--- src/rtl/axis_uart_tx_arbiter_pkg.sv ---
`default_nettype none
// ============================================================================
// Package : axis_uart_pkg
// Purpose : Shared types and width helpers for the AXI-Stream UART TX arbiter.
//           Holds the arbiter FSM state enum and the port-index / beat-counter
//           width constants and the function that derives them.
// Revision: 1.0  initial release
// ============================================================================
package axis_uart_pkg;

   typedef enum logic [0:0] {
      ST_IDLE  = 1'b0,
      ST_GRANT = 1'b1
   } arb_state_t;

   // $clog2 clamped to at least one bit so a counter or index never has zero width
   function automatic int clog2_min1(input int n);
      return (n <= 2) ? 1 : $clog2(n);
   endfunction

   localparam int DEF_NUM_PORTS  = 4;
   localparam int DEF_MAX_BURST  = 16;
   localparam int DEF_PORT_IDX_W = clog2_min1(DEF_NUM_PORTS);
   localparam int DEF_BEAT_CNT_W = clog2_min1(DEF_MAX_BURST);

endpackage
`default_nettype wire

--- src/rtl/rr_priority_encoder.sv ---
`default_nettype none
// ============================================================================
// Module  : rr_priority_encoder
// Purpose : Combinational round-robin selector. Searches the request vector
//           upward starting one past the last granted index, wrapping.
// Ports   : req_i      - request vector, one bit per port
//           last_idx_i - index granted last time
//           gnt_o      - one-hot winner (zero when no request)
//           idx_o      - binary index of the winner
//           any_o      - at least one request is present
// Revision: 1.0  initial release
// ============================================================================
module rr_priority_encoder
   import axis_uart_pkg::*;
#(
   parameter int NUM_PORTS = DEF_NUM_PORTS,
   parameter int IDX_W     = clog2_min1(NUM_PORTS)
) (
   input  logic [NUM_PORTS-1:0] req_i,
   input  logic [IDX_W-1:0]     last_idx_i,
   output logic [NUM_PORTS-1:0] gnt_o,
   output logic [IDX_W-1:0]     idx_o,
   output logic                 any_o
);

   always_comb begin
      logic             found;
      logic [IDX_W:0]   sum;
      logic [IDX_W-1:0] cand;
      gnt_o = '0;
      idx_o = '0;
      any_o = |req_i;
      found = 1'b0;
      sum   = '0;
      cand  = '0;
      // Offsets 1..NUM_PORTS visit every port once, the last grantee last
      for (int i = 1; i <= NUM_PORTS; i++) begin
         sum = {1'b0, last_idx_i} + (IDX_W+1)'(i);
         if (sum >= (IDX_W+1)'(NUM_PORTS)) begin
            sum = sum - (IDX_W+1)'(NUM_PORTS);
         end
         cand = sum[IDX_W-1:0];
         if (!found && req_i[cand]) begin
            found       = 1'b1;
            gnt_o[cand] = 1'b1;
            idx_o       = cand;
         end
      end
   end

endmodule
`default_nettype wire

--- src/rtl/axis_uart_tx_arbiter.sv ---
`default_nettype none
// ============================================================================
// Module  : axis_uart_tx_arbiter
// Purpose : Round-robin arbiter merging NUM_PORTS AXI-Stream byte sources onto
//           one UART TX stream. A grant lasts until a beat with tlast, where
//           tlast is the source's tlast or the MAX_BURST-th beat of the grant.
// Ports   : clk_i, arstn_i          - clock, async active-low reset
//           s_axis_*                - requester side, port k at [k*DATA_WIDTH +: DATA_WIDTH]
//           m_axis_*                - stream to the UART transmitter
//           grant_o                 - one-hot current grant, zero when idle
//           busy_o                  - a grant is held
// Revision: 1.0  initial release
// ============================================================================
module axis_uart_tx_arbiter
   import axis_uart_pkg::*;
#(
   parameter int NUM_PORTS  = DEF_NUM_PORTS,
   parameter int DATA_WIDTH = 8,
   parameter int MAX_BURST  = DEF_MAX_BURST
) (
   input  logic                            clk_i,
   input  logic                            arstn_i,
   input  logic [NUM_PORTS*DATA_WIDTH-1:0] s_axis_tdata_i,
   input  logic [NUM_PORTS-1:0]            s_axis_tvalid_i,
   input  logic [NUM_PORTS-1:0]            s_axis_tlast_i,
   output logic [NUM_PORTS-1:0]            s_axis_tready_o,
   output logic [DATA_WIDTH-1:0]           m_axis_tdata_o,
   output logic                            m_axis_tvalid_o,
   output logic                            m_axis_tlast_o,
   input  logic                            m_axis_tready_i,
   output logic [NUM_PORTS-1:0]            grant_o,
   output logic                            busy_o
);

   localparam int IDX_W = clog2_min1(NUM_PORTS);
   localparam int CNT_W = clog2_min1(MAX_BURST);

   // Reset asserts asynchronously but releases two clocks later, in step with clk_i
   logic [1:0] rst_sync_q, rst_sync_d;
   logic       rst_n;

   assign rst_sync_d = {rst_sync_q[0], 1'b1};
   assign rst_n      = rst_sync_q[1];

   always_ff @(posedge clk_i or negedge arstn_i) begin
      if (!arstn_i) begin
         rst_sync_q <= 2'b00;
      end else begin
         rst_sync_q <= rst_sync_d;
      end
   end

   arb_state_t           state_q, state_d;
   logic [NUM_PORTS-1:0] grant_q, grant_d;
   logic [IDX_W-1:0]     idx_q, idx_d;
   logic [IDX_W-1:0]     last_q, last_d;
   logic [CNT_W-1:0]     cnt_q, cnt_d;

   logic [NUM_PORTS-1:0] rr_gnt;
   logic [IDX_W-1:0]     rr_idx;
   logic                 rr_any;
   logic                 busy;
   logic                 hs;

   rr_priority_encoder #(
      .NUM_PORTS (NUM_PORTS),
      .IDX_W     (IDX_W)
   ) u_rr (
      .req_i      (s_axis_tvalid_i),
      .last_idx_i (last_q),
      .gnt_o      (rr_gnt),
      .idx_o      (rr_idx),
      .any_o      (rr_any)
   );

   assign busy = (state_q == ST_GRANT);

   // Pass-through datapath: no buffering, the granted port drives m_axis directly
   always_comb begin
      m_axis_tdata_o  = '0;
      m_axis_tvalid_o = 1'b0;
      m_axis_tlast_o  = 1'b0;
      if (busy) begin
         m_axis_tdata_o  = s_axis_tdata_i[int'(idx_q)*DATA_WIDTH +: DATA_WIDTH];
         m_axis_tvalid_o = s_axis_tvalid_i[idx_q];
         m_axis_tlast_o  = s_axis_tlast_i[idx_q] | (cnt_q == CNT_W'(MAX_BURST-1));
      end
   end

   assign s_axis_tready_o = grant_q & {NUM_PORTS{m_axis_tready_i}};
   assign hs              = m_axis_tvalid_o & m_axis_tready_i;
   assign grant_o         = grant_q;
   assign busy_o          = busy;

   always_comb begin
      state_d = state_q;
      grant_d = grant_q;
      idx_d   = idx_q;
      last_d  = last_q;
      cnt_d   = cnt_q;
      case (state_q)
         ST_IDLE: begin
            if (rr_any) begin
               state_d = ST_GRANT;
               grant_d = rr_gnt;
               idx_d   = rr_idx;
               cnt_d   = '0;
            end
         end
         ST_GRANT: begin
            if (hs) begin
               if (m_axis_tlast_o) begin
                  state_d = ST_IDLE;
                  grant_d = '0;
                  last_d  = idx_q;
                  cnt_d   = '0;
               end else begin
                  cnt_d   = cnt_q + CNT_W'(1);
               end
            end
         end
         default: begin
            state_d = ST_IDLE;
            grant_d = '0;
         end
      endcase
   end

   always_ff @(posedge clk_i or negedge rst_n) begin
      if (!rst_n) begin
         state_q <= ST_IDLE;
         grant_q <= '0;
         idx_q   <= '0;
         last_q  <= IDX_W'(NUM_PORTS-1);
         cnt_q   <= '0;
      end else begin
         state_q <= state_d;
         grant_q <= grant_d;
         idx_q   <= idx_d;
         last_q  <= last_d;
         cnt_q   <= cnt_d;
      end
   end

endmodule
`default_nettype wire

--- config.mk ---
export PLATFORM = sky130hd
export DESIGN_NAME = axis_uart_tx_arbiter
export DESIGN_NICKNAME = d
export VERILOG_FILES = /design/src/rtl/axis_uart_tx_arbiter_pkg.sv /design/src/rtl/rr_priority_encoder.sv /design/src/rtl/axis_uart_tx_arbiter.sv
export SDC_FILE = /design/constraint.sdc
export NUM_CORES = 1
export LEC_CHECK = 0
export ABC_CLOCK_PERIOD_IN_PS = 1600
export BUFFER_PORTS_ARGS = -buffer_cell sky130_fd_sc_hd__buf_2
export CAP_MARGIN = 40
export CORE_ASPECT_RATIO = 2
export CORE_MARGIN = 2
export CORE_UTILIZATION = 44
export DETAILED_ROUTE_END_ITERATION = 7
export PLACE_DENSITY = 0.76
export SLEW_MARGIN = 20
export SYNTH_ARGS = -nofsm -noshare
export SYNTH_HDL_FRONTEND = slang
export SYNTH_HIERARCHICAL = 1
export SYNTH_SLANG_ARGS = --single-unit
export TNS_END_PERCENT = 100
--- constraint.sdc ---
create_clock -name clk_i -period 1.6 [get_ports clk_i]
set_clock_uncertainty 0.1 [all_clocks]
set_input_delay 0.24 -clock clk_i [delete_from_list [all_inputs] [get_ports clk_i]]
set_output_delay 0.24 -clock clk_i [all_outputs]
set_load 0.05 [all_outputs]
==> summary.txt <==
Run status
  • Status: complete, but fails checks
  • Failing checks: setup timing

Synthesis
  • Cells after Synth: between 150 and 200
  • Syn Area/Cell: approximately 9.4 um2
  • FF+latch count, synth: 15
  • Area leader, netlist: dfrtp_1
  • Net Count, Synth: approximately 220
  • EDFF count, synth: 0
  • Register area share after synthesis: a little under a quarter
  • Post-Syn Area: 0.00159 mm2
  • Share of the synthesized area in the top cell type: between 20 and 25%
  • Synth Warn #: 6
  • Largest cells by area after synthesis: dfrtp_1 (20%), mux4_2 (14%), ha_1 (7.1%)
  • Ys flop type: dfrtp_1
  • Asr flop ratio synth: 100%
  • Post-synthesis cell type count: 41

STA
  • Setup ws final: -0.556 ns
  • Least-Margin Pin Slew: between 0.6 and 0.7 ns
  • RSZ-0062 raised after global routing: yes
  • Fmax: about 0.46 GHz
  • Min Tclk post-route: 2.16 ns
  • Sum of negative setup slack: -8.38 ns
  • Final setup viols: 23
  • Max-slew violation count: 0
  • Final period utilization: 135%
  • Endpoints failing hold: 0
  • Rel. slew slack: approximately three fifths

Power
  • Worst VDD drop: 1440 uV
  • Power Dens Cells: between 2000 and 2500 mW/mm2
  • Lkg Pwr: between 1 and 1.5 nW

Global routing
  • GRT Total Usage: between 20 and 30%
  • Vias in the first global route: 1723
  • Initial antenna violation count: 0
  • Overflow after GRT: 0
  • Largest net degree at the start of global routing: 18
  • First-pass GRT wire length: a little under 8 mm

Placement
  • Place WS: -0.565 ns
  • Placed instance count: 298
  • Post-DP HPWL: around 3.4 mm
  • Placer Congestion: around 0.83
  • Number of buffers added on ports: 61
  • Area post-placement: ~0.0022 mm2

Floorplanning
  • Top Ports: 62
  • FP Rows: 31
  • Initial Utilization: between 40 and 50%
  • Die footprint: slightly above 0.004 mm2
  • Die Height: roughly 89 um
  • Width of the chip: between 40 and 50 um
  • Core Area: 0.00353 mm2

Drt
  • ANT nets after route: 0
  • First-pass DRT Iterations: 4
  • Routed len/inst: around 16 um
  • Post-Route WL: 5.01 mm
  • DRC: 0
  • Via count: ~1700
  • DR vias/cell: ~5.5
  • Initial DRC count: 35

Worst setup path
  • Max FO, Critical Path: 6
  • Crit path DAT: 2.19 ns
  • Max stage delay on crit path: roughly 0.61 ns
  • Crit. End Element: flop
  • Worst-path cell chain: buf_4 > mux2i_4 > mux2i_4 > buf_4 > a2111oi_2 > o2bb2ai_1 > nor2_1 > nor3_2
  • CP startpoint kind: flop
  • CP max-delay cell: dfstp_2
  • Worst Path Required: 1.63 ns
  • CP Class: reg -> reg

Final layout
  • Most common cell after layout, fill and taps aside: buf_2
  • Final Core Density: between 70 and 80%
  • Fin area: roughly 0.0025 mm2
  • Most frequent cells in the layout: buf_2 (51), buf_4 (25), nor2_1 (21)
  • Layout cells sized above 1: 60.8%
  • Ant diodes: 0
  • Area growth syn-to-layout: 59.7%
  • Nets: 316
  • Layout Cells excl Fill: 312

Job
  • Max-cap violations: 0

Clocking
  • Cts bufs inserted: 3
  • CTS tree: yes
  • CTS Sinks: 15
  • Worst-Skew Late Latency: roughly 0.25 ns
  • Clock slew seen by the registers of the worst setup and hold paths: around 0.06 ns
  • H-tree depth: 1
  • Clock root buffer: clkbuf_8
  • CTS Buffer Depth: 2

Min path
  • Hold crit path type: reg -> async
[metal layers]
layer	wire (um)	global-route usage (%)	share of wire, %	vias to the layer above
li1	-	-	-	810
met2	2590	41.4	52	79
met3	312	3.03	6.2	17
met5	0	0	0	-
met4	182	13.8	3.6	0
met1	1930	30.9	38	820
[layout make-up]
cell class / count / area [um2]
multi-input cells: 142 / 1290
fillers: 262 / 988
repair buffers: 98 / 741
flip-flops and latches: 15 / 380
well taps: 49 / 61.3
clock buffers: 3 / 41.3
inverters: 4 / 20.0
clock inverters: 1 / 5.00
[kinds of logic after synthesis]
kind of cell	Yosys count	synth area share [%]
AO/OA/AOI/OAI	28	13.6
adder cells (fa/ha/maj)	9	7.08
buffers and inverters	13	3.77
flip-flops	15	23.7
multiplexers	21	24.4
other	1	0.236
AND/OR/NAND/NOR	83	27.2
[metrics by stage]
step / hold slack [ns] / power, mW
after floorplan: -0.156 / 3.37
after global placement: -0.0727 / 4.20
after detailed placement: -0.0741 / 4.26
after CTS: 0.143 / 5.36
after global routing: 0.173 / 5.96
final: 0.122 / 5.63
[where the power goes]
part,total [mW],switching [mW],internal (mW)
registers,0.689,0.156,0.534
clock network,0.309,0.137,0.173
logic,4.63,2.38,2.25
total,5.63,2.67,2.95
[what timing repair did]
action	CTS	global route
buffers inserted	9	1
endpoints found under the hold margin	2	0
pin swaps	17	9
resized for setup	49	19
setup endpoints to repair	23	23
hold buffers	1	0
[registers in the layout, summed over array words and instances, names as in the netlist]
register	cells
cnt_q	4
grant_o	4
idx_q	2
last_q	2
rst_sync_q	2
busy_o	1
[final timing paths]
kind	to	cells past startpoint	slack (ns)	from
worst min-delay path	cnt_q[1]	0	0.12	rst_sync_q[1]
worst max register to register	grant_o[1]	8	-0.56	last_q[0]
worst max-delay path	grant_o[1]	8	-0.56	last_q[0]
max in group asynchronous	idx_q[0]	0	0.89	rst_sync_q[1]
worst min register to register	cnt_q[1]	0	0.12	rst_sync_q[1]
min in group clk_i	rst_sync_q[1]	0	0.26	rst_sync_q[0]
[synthesized netlist by cell type (2+ instances only)]
library cell and instances:
o2bb2ai_1 4, and2_1 13, mux2i_4 3, a2111oi_1 3, o22ai_1 6, nand2_1 14, a211oi_1 2, nand3_1 5
nor2_1 21, mux2_2 5, nand2b_1 5, ha_1 9, nor3_1 5, buf_2 3, mux4_2 10, dfrtp_1 13
o21ai_0 5, dfstp_2 2, a21oi_1 2, a31oi_1 2, inv_1 4, nor2b_1 4, buf_1 2, and3_1 8
clkbuf_1 3, nand4_1 2
[worst max-delay path: cells and delay by family, from the launching register on]
family / cells / cell delay [ns]
flip-flops: 1 / 0.61
multiplexers: 2 / 0.50
buffers and inverters: 2 / 0.34
AO/OA/AOI/OAI: 2 / 0.31
AND/OR/NAND/NOR: 2 / 0.18
Note: power is estimated with default switching activity, not from simulation.
